File: config.mk
export PLATFORM = sky130hd
export DESIGN_NAME = mine_index_scheduler
export DESIGN_NICKNAME = d
export VERILOG_FILES = /design/src/rtl/mine_index_scheduler.sv
export SDC_FILE = /design/constraint.sdc
export NUM_CORES = 1
export LEC_CHECK = 0
export BUFFER_PORTS_ARGS = -buffer_cell sky130_fd_sc_hd__buf_2
export CAP_MARGIN = 40
export CORE_UTILIZATION = 35
export CTS_BUF_LIST = sky130_fd_sc_hd__clkbuf_4 sky130_fd_sc_hd__clkbuf_8 sky130_fd_sc_hd__clkbuf_16
export CTS_CLUSTER_DIAMETER = 150
export DETAILED_ROUTE_END_ITERATION = 8
export GPL_TIMING_DRIVEN = 0
export PLACE_DENSITY = 0.54
export SLEW_MARGIN = 0
export SYNTH_ARGS = -nofsm -noshare
export SYNTH_HDL_FRONTEND = slang
export SYNTH_SLANG_ARGS = --single-unit
File: constraint.sdc
create_clock -name clk -period 5.05 [get_ports clk]
set_clock_uncertainty 0.1 [all_clocks]
set_input_delay 0.7575 -clock clk [delete_from_list [all_inputs] [get_ports clk]]
set_output_delay 0.7575 -clock clk [all_outputs]
set_load 0.02 [all_outputs]
File: src/rtl/mine_index_scheduler.sv
// rtl/mine_index_scheduler.sv - neighbour-count char code sequencer for the mine board
// Purpose: on a refresh request, walks every board field in row-major order, reads the
//          field and its 8 neighbours from the mine map (1-cycle read latency) and writes
//          one char code per field: 0-8 neighbour mine count, 9 when the field is a mine.
// Ports:   clk, rst_n (async active-low), vblnk, button_num (board side, clamped),
//          start_refresh, mine_rd_en/x/y + mine_rd_data (mine-map read port),
//          wr_en/x/y/data (char-memory write port), busy, done (one-cycle pulse).
// Build option: REFRESH_ANYTIME_EN - when defined vblnk is ignored and field starts are
//               never held off; when undefined a field may only start during vblnk.
module mine_index_scheduler #(
    parameter int MAX_BUTTONS = 16,
    parameter int CODE_W      = 4
) (
    input  logic              clk,
    input  logic              rst_n,
    input  logic              vblnk,
    input  logic [4:0]        button_num,
    input  logic              start_refresh,
    output logic              mine_rd_en,
    output logic [4:0]        mine_rd_x,
    output logic [4:0]        mine_rd_y,
    input  logic              mine_rd_data,
    output logic              wr_en,
    output logic [4:0]        wr_x,
    output logic [4:0]        wr_y,
    output logic [CODE_W-1:0] wr_data,
    output logic              busy,
    output logic              done
);
    typedef enum logic [2:0] {IDLE, WAIT_VB, READ, DRAIN, WRITE, NEXT} state_t;

    localparam logic [4:0] MAX_N = 5'(MAX_BUTTONS);

    state_t     state_q, state_d;
    logic [4:0] n_q, n_d, x_q, x_d, y_q, y_d;
    logic [3:0] k_q, k_d, kd_q, kd_d, cnt_q, cnt_d;
    logic       mine_q, mine_d, en_q, en_d, pend_q, pend_d, zdone_q, zdone_d;
    logic [4:0] n_req, off_x, off_y;
    logic [1:0] k_row, k_col;
    logic       in_bounds, vb_ok, last_x, last_y;

`ifdef REFRESH_ANYTIME_EN
    assign vb_ok = 1'b1;
`else
    assign vb_ok = vblnk;
`endif

    // Offset k walks the 3x3 window row by row: (dx,dy) = (k%3-1, k/3-1).
    always_comb begin
        k_row = (k_q >= 4'd6) ? 2'd2 : ((k_q >= 4'd3) ? 2'd1 : 2'd0);
        k_col = 2'(k_q - 4'(k_row) * 4'd3);
    end

    // Negative offsets wrap to 31, which is always >= n, so one unsigned compare
    // covers both board edges.
    assign off_x     = x_q + 5'(k_col) - 5'd1;
    assign off_y     = y_q + 5'(k_row) - 5'd1;
    assign in_bounds = (off_x < n_q) && (off_y < n_q);
    assign n_req     = (button_num > MAX_N) ? MAX_N : button_num;
    assign last_x    = (x_q == n_q - 5'd1);
    assign last_y    = (y_q == n_q - 5'd1);
    assign busy      = (state_q != IDLE);

    always_comb begin
        state_d    = state_q;
        n_d        = n_q;
        x_d        = x_q;
        y_d        = y_q;
        k_d        = k_q;
        kd_d       = k_q;
        en_d       = 1'b0;
        cnt_d      = cnt_q;
        mine_d     = mine_q;
        zdone_d    = 1'b0;
        pend_d     = pend_q | (start_refresh && (state_q != IDLE));
        mine_rd_en = 1'b0;
        mine_rd_x  = 5'd0;
        mine_rd_y  = 5'd0;
        wr_en      = 1'b0;
        wr_x       = 5'd0;
        wr_y       = 5'd0;
        wr_data    = '0;
        done       = zdone_q;

        // Read data belongs to the offset issued one cycle earlier.
        if (en_q && mine_rd_data) begin
            if (kd_q == 4'd4) mine_d = 1'b1;
            else              cnt_d  = cnt_q + 4'd1;
        end

        case (state_q)
            IDLE: begin
                if (start_refresh || pend_q) begin
                    n_d    = n_req;
                    pend_d = 1'b0;
                    x_d    = 5'd0;
                    y_d    = 5'd0;
                    if (n_req == 5'd0) zdone_d = 1'b1;
                    else               state_d = WAIT_VB;
                end
            end
            WAIT_VB: begin
                if (vb_ok) begin
                    state_d = READ;
                    k_d     = 4'd0;
                end
            end
            READ: begin
                mine_rd_en = in_bounds;
                mine_rd_x  = off_x;
                mine_rd_y  = off_y;
                en_d       = in_bounds;
                if (k_q == 4'd8) begin
                    state_d = DRAIN;
                    k_d     = 4'd0;
                end else begin
                    k_d = k_q + 4'd1;
                end
            end
            DRAIN: state_d = WRITE;
            WRITE: begin
                wr_en   = 1'b1;
                wr_x    = x_q;
                wr_y    = y_q;
                wr_data = mine_q ? CODE_W'(9) : CODE_W'(cnt_q);
                cnt_d   = 4'd0;
                mine_d  = 1'b0;
                state_d = NEXT;
            end
            NEXT: begin
                // NEXT doubles as the vblnk gate of the following field.
                k_d = 4'd0;
                if (last_x && last_y) begin
                    done    = 1'b1;
                    x_d     = 5'd0;
                    y_d     = 5'd0;
                    state_d = IDLE;
                end else begin
                    if (last_x) begin
                        x_d = 5'd0;
                        y_d = y_q + 5'd1;
                    end else begin
                        x_d = x_q + 5'd1;
                    end
                    state_d = vb_ok ? READ : WAIT_VB;
                end
            end
            default: state_d = IDLE;
        endcase
    end

    always_ff @(posedge clk or negedge rst_n) begin
        if (!rst_n) begin
            state_q <= IDLE;
            n_q     <= 5'd0;
            x_q     <= 5'd0;
            y_q     <= 5'd0;
            k_q     <= 4'd0;
            kd_q    <= 4'd0;
            en_q    <= 1'b0;
            cnt_q   <= 4'd0;
            mine_q  <= 1'b0;
            pend_q  <= 1'b0;
            zdone_q <= 1'b0;
        end else begin
            state_q <= state_d;
            n_q     <= n_d;
            x_q     <= x_d;
            y_q     <= y_d;
            k_q     <= k_d;
            kd_q    <= kd_d;
            en_q    <= en_d;
            cnt_q   <= cnt_d;
            mine_q  <= mine_d;
            pend_q  <= pend_d;
            zdone_q <= zdone_d;
        end
    end
endmodule

==> flow_summary.ini <==
[outcome]
outcome = finished, final reports clean

[layout]
area_growth_pct = 17.2
nFillCells = 736
drive_gt1_share_pct = 20.7
fin_nets = 367
multi_input_area_um2 = 1580
regArea_um2 = 853
antenna_cells = 0
final_cells = 424

[critical_path]
cp.arrival_ps = 3900
path_class = flip-flop to output port
crit_fanout = 9
crit_required_ps = 4190
startpoint_type = flip-flop
end_kind = output port

[power_and_ir_drop]
p_seq_share_pct = 25.8
power.share.clock_pct = 17.0
cellPowerDensity_nw_per_um2 = 514
switching_share_pct = 43.2
peakVddDrop_mv = 0.234
p_leak_nw = 1.47
combPwrFrac_pct = 57.2
p_int_uw = 884
power.switching_uw = 673

[placement]
gp_congestion = 0.753
dp_hpwl_um = 4380
port_buffers = 37
dp.cells = 414

[job]
max_cap_viol_count = 0

[grt]
grt_pass1_vias = 1963
grt_overflow_total = 0
grt_max_degree = 35
grt_use_met2_pct = 27.2
top_usage_layer = met2
grtUsageMet3_pct = 3.02
grt_pass1_wl_um = 9660
use_met1_pct = 22.4
antenna_found_initial = 0
grt_usage_pct = 16.8

[detailed_routing]
first_pass_iters = 4
wl_per_cell_um = 13.7
vias = 2008
post-route-drc-count = 0
wl_um = 5810
ant_nets = 0
via_per_inst = 4.74
drtIter0Drc = 62

[clock_network]
h-tree-depth = 2
clk_pin_slew_worst_paths_ps = 70
cts_sinks = 34
clockRootBuffer = clkbuf_8
tritoncts = yes
holdBufCountCts = 0
cts_buffer_depth = 2
clkLatencyLatePin_ps = 290
cts_made_buffers = 5

[timing]
hold_violations = 0
fin_crit_sh_pct = 94.2
tns_ps = 0
slew_headroom_pct = 46.7
finalSetupViolations = 0
drv_slew = 0
finalCriticalPeriod_ps = 4760
worstMarginPinSlew_ps = 799
rsz0062_at_grt = no
timing.fmax_mhz = 210

[synth]
netlist_instances = 281
synth-edff-count = 0
netlist_area_um2 = 2580
ys_ff_latch = 34
syn_nets = 321
synth.distinct_cells = 51
yosys_warnings = 0
async_flop_share_pct = 100
syn_area_per_cell_um2 = 9.20
seq_area_frac_synth_pct = 32.9
synth_ff_type = dfrtp_1

[min_path]
hold_path.class = flip-flop to flip-flop

[floorplanning]
chipHeight_um = 87.9
start_util_pct = 37.0
rows = 30
die_w_um = 87.9
dieArea_um2 = 7730
core-area_um2 = 6980
ios = 38
==> final timing paths <==
kind                              end  slack (ps)  cells after the start    from
min in group asynchronous      y_q[4]         440                      1   rst_n
setup / recovery           mine_rd_en         290                     18  k_q[1]
hold reg to reg               kd_q[0]         340                      0  k_q[0]
hold / removal                kd_q[0]         340                      0  k_q[0]
setup reg to reg                 en_q        1450                     17  k_q[1]
max in group asynchronous      k_q[1]        3840                      1   rst_n
==> kinds of logic after synthesis <==
family                     synth area share, %
DFF                                       32.9
buffers and inverters                     6.20
and+or+nand+nor                           20.2
AOI/OAI and AO/OA                         15.6
adders and majority gates                 15.1
xor gates and xnor gates                  9.10
muxes                                    0.823
==> per-stage QoR <==
| step | cell area (µm²) | power [mW] | util [%] | setup WS, ps | hold slack, ps |
|---|---|---|---|---|---|
| global placement | 2890 | 1.28 | 41.4 | 287 | 347 |
| global route | 3030 | 1.72 | 43.4 | 14.3 | 353 |
| finish | 3030 | 1.56 | 43.4 | 293 | 345 |
| floorplan | 2580 | 1.08 | - | 785 | 304 |
| detailed placement | 2890 | 1.30 | 41.4 | 222 | 339 |
| CTS | 3010 | 1.57 | 43.1 | 15.0 | 373 |
==> cell usage in the layout (no fill, tap or decap), types with 3 or more instances in the layout <==
| cell | instances |
|---|---|
| buf_2 | 42 |
| dfrtp_1 | 32 |
| ha_1 | 28 |
| inv_1 | 26 |
| nand2_1 | 23 |
| and2_1 | 19 |
| xnor2_1 | 16 |
| o21ai_0 | 16 |
| nor2_1 | 15 |
| xor2_1 | 9 |
| o21a_1 | 7 |
| o22ai_1 | 6 |
| a21oi_1 | 5 |
| nand3_1 | 5 |
| clkbuf_8 | 5 |
| clkbuf_1 | 4 |
| a31oi_1 | 4 |
| nand2b_1 | 4 |
| a21o_1 | 3 |
| nor3b_1 | 3 |
| and3b_1 | 3 |
| nor3_1 | 3 |
| o211ai_1 | 3 |
| a21boi_0 | 3 |
| nand4_1 | 3 |
==> critical path: stages, from the launching register on <==
cell     delay (ps)
dfrtp_2         470
ha_1            200
o21a_1          190
nor2_4          130
o21ai_1         130
inv_1            80
ha_1            150
xnor2_1         130
xnor2_1         100
ha_1            270
inv_1            40
ha_1            210
fa_1            470
ha_1            290
o21a_1          100
o21a_1          160
o21ai_0         130
and3_1          210
buf_2           180
==> per-layer routing <==
| metal | vias to the layer above | part of all wire [%] |
|---|---|---|
| met5 | - | 0 |
| met1 | 918 | 51 |
| met2 | 32 | 44 |
| li1 | 1052 | - |
| met4 | 0 | 1.4 |
| met3 | 6 | 3.4 |
==> synth_stat cells, types with 2 or more instances <==
cell type	n	area share, %
buf_6	2	0.87
o21bai_1	2	0.58
nor2_1	16	2.3
clkbuf_1	4	0.58
nand2_1	23	3.3
nor2b_1	2	0.48
nand2b_1	4	0.97
nor4b_1	2	0.68
buf_2	5	0.97
xnor2_1	16	5.4
a31oi_1	4	0.97
o211ai_1	3	0.87
a21boi_0	3	0.87
xor2_1	9	3.0
nand4_1	3	0.73
o22ai_1	6	1.5
and2_1	19	4.6
ha_1	28	14
inv_1	26	3.8
a21o_1	3	0.87
dfrtp_1	34	33
nor3b_1	3	0.87
nand3_1	5	0.97
fa_1	2	1.5
and3b_1	3	1.0
o21ai_0	17	3.3
o21a_1	7	2.0
nor3_1	3	0.58
a21oi_1	5	0.97
==> state kept, by name (all words and copies together), names as in the netlist <==
| signal | count |
|---|---|
| n_q | 5 |
| en_q | 1 |
| mine_q | 1 |
| cnt_q | 4 |
| zdone_q | 1 |
| kd_q | 4 |
| pend_q | 1 |
| state_q | 3 |
| x_q | 5 |
| k_q | 4 |
| y_q | 5 |
==> area by class of cell <==
type	instances	share of cell area, %
multi-input combinational	210	52.2
sequential	34	28.2
timing repair buffer	39	6.61
tap	96	3.97
inverter	26	3.22
clock buffer	7	2.77
buffer	11	2.07
clock inverter	1	0.991
==> power by group through the flow <==
stage	clock network, mW	registers, mW	logic (mW)
floorplan	0	0.389	0.689
global placement	0	0.409	0.872
detailed placement	0	0.409	0.888
CTS	0.274	0.404	0.894
global route	0.282	0.412	1.03
finish	0.264	0.401	0.891
==> what timing repair did <==
action,in CTS,in global routing
endpoints found under the setup margin,1,1
gates resized for setup,1,4
buffers inserted,0,2
(Power assumes the default switching activity.)
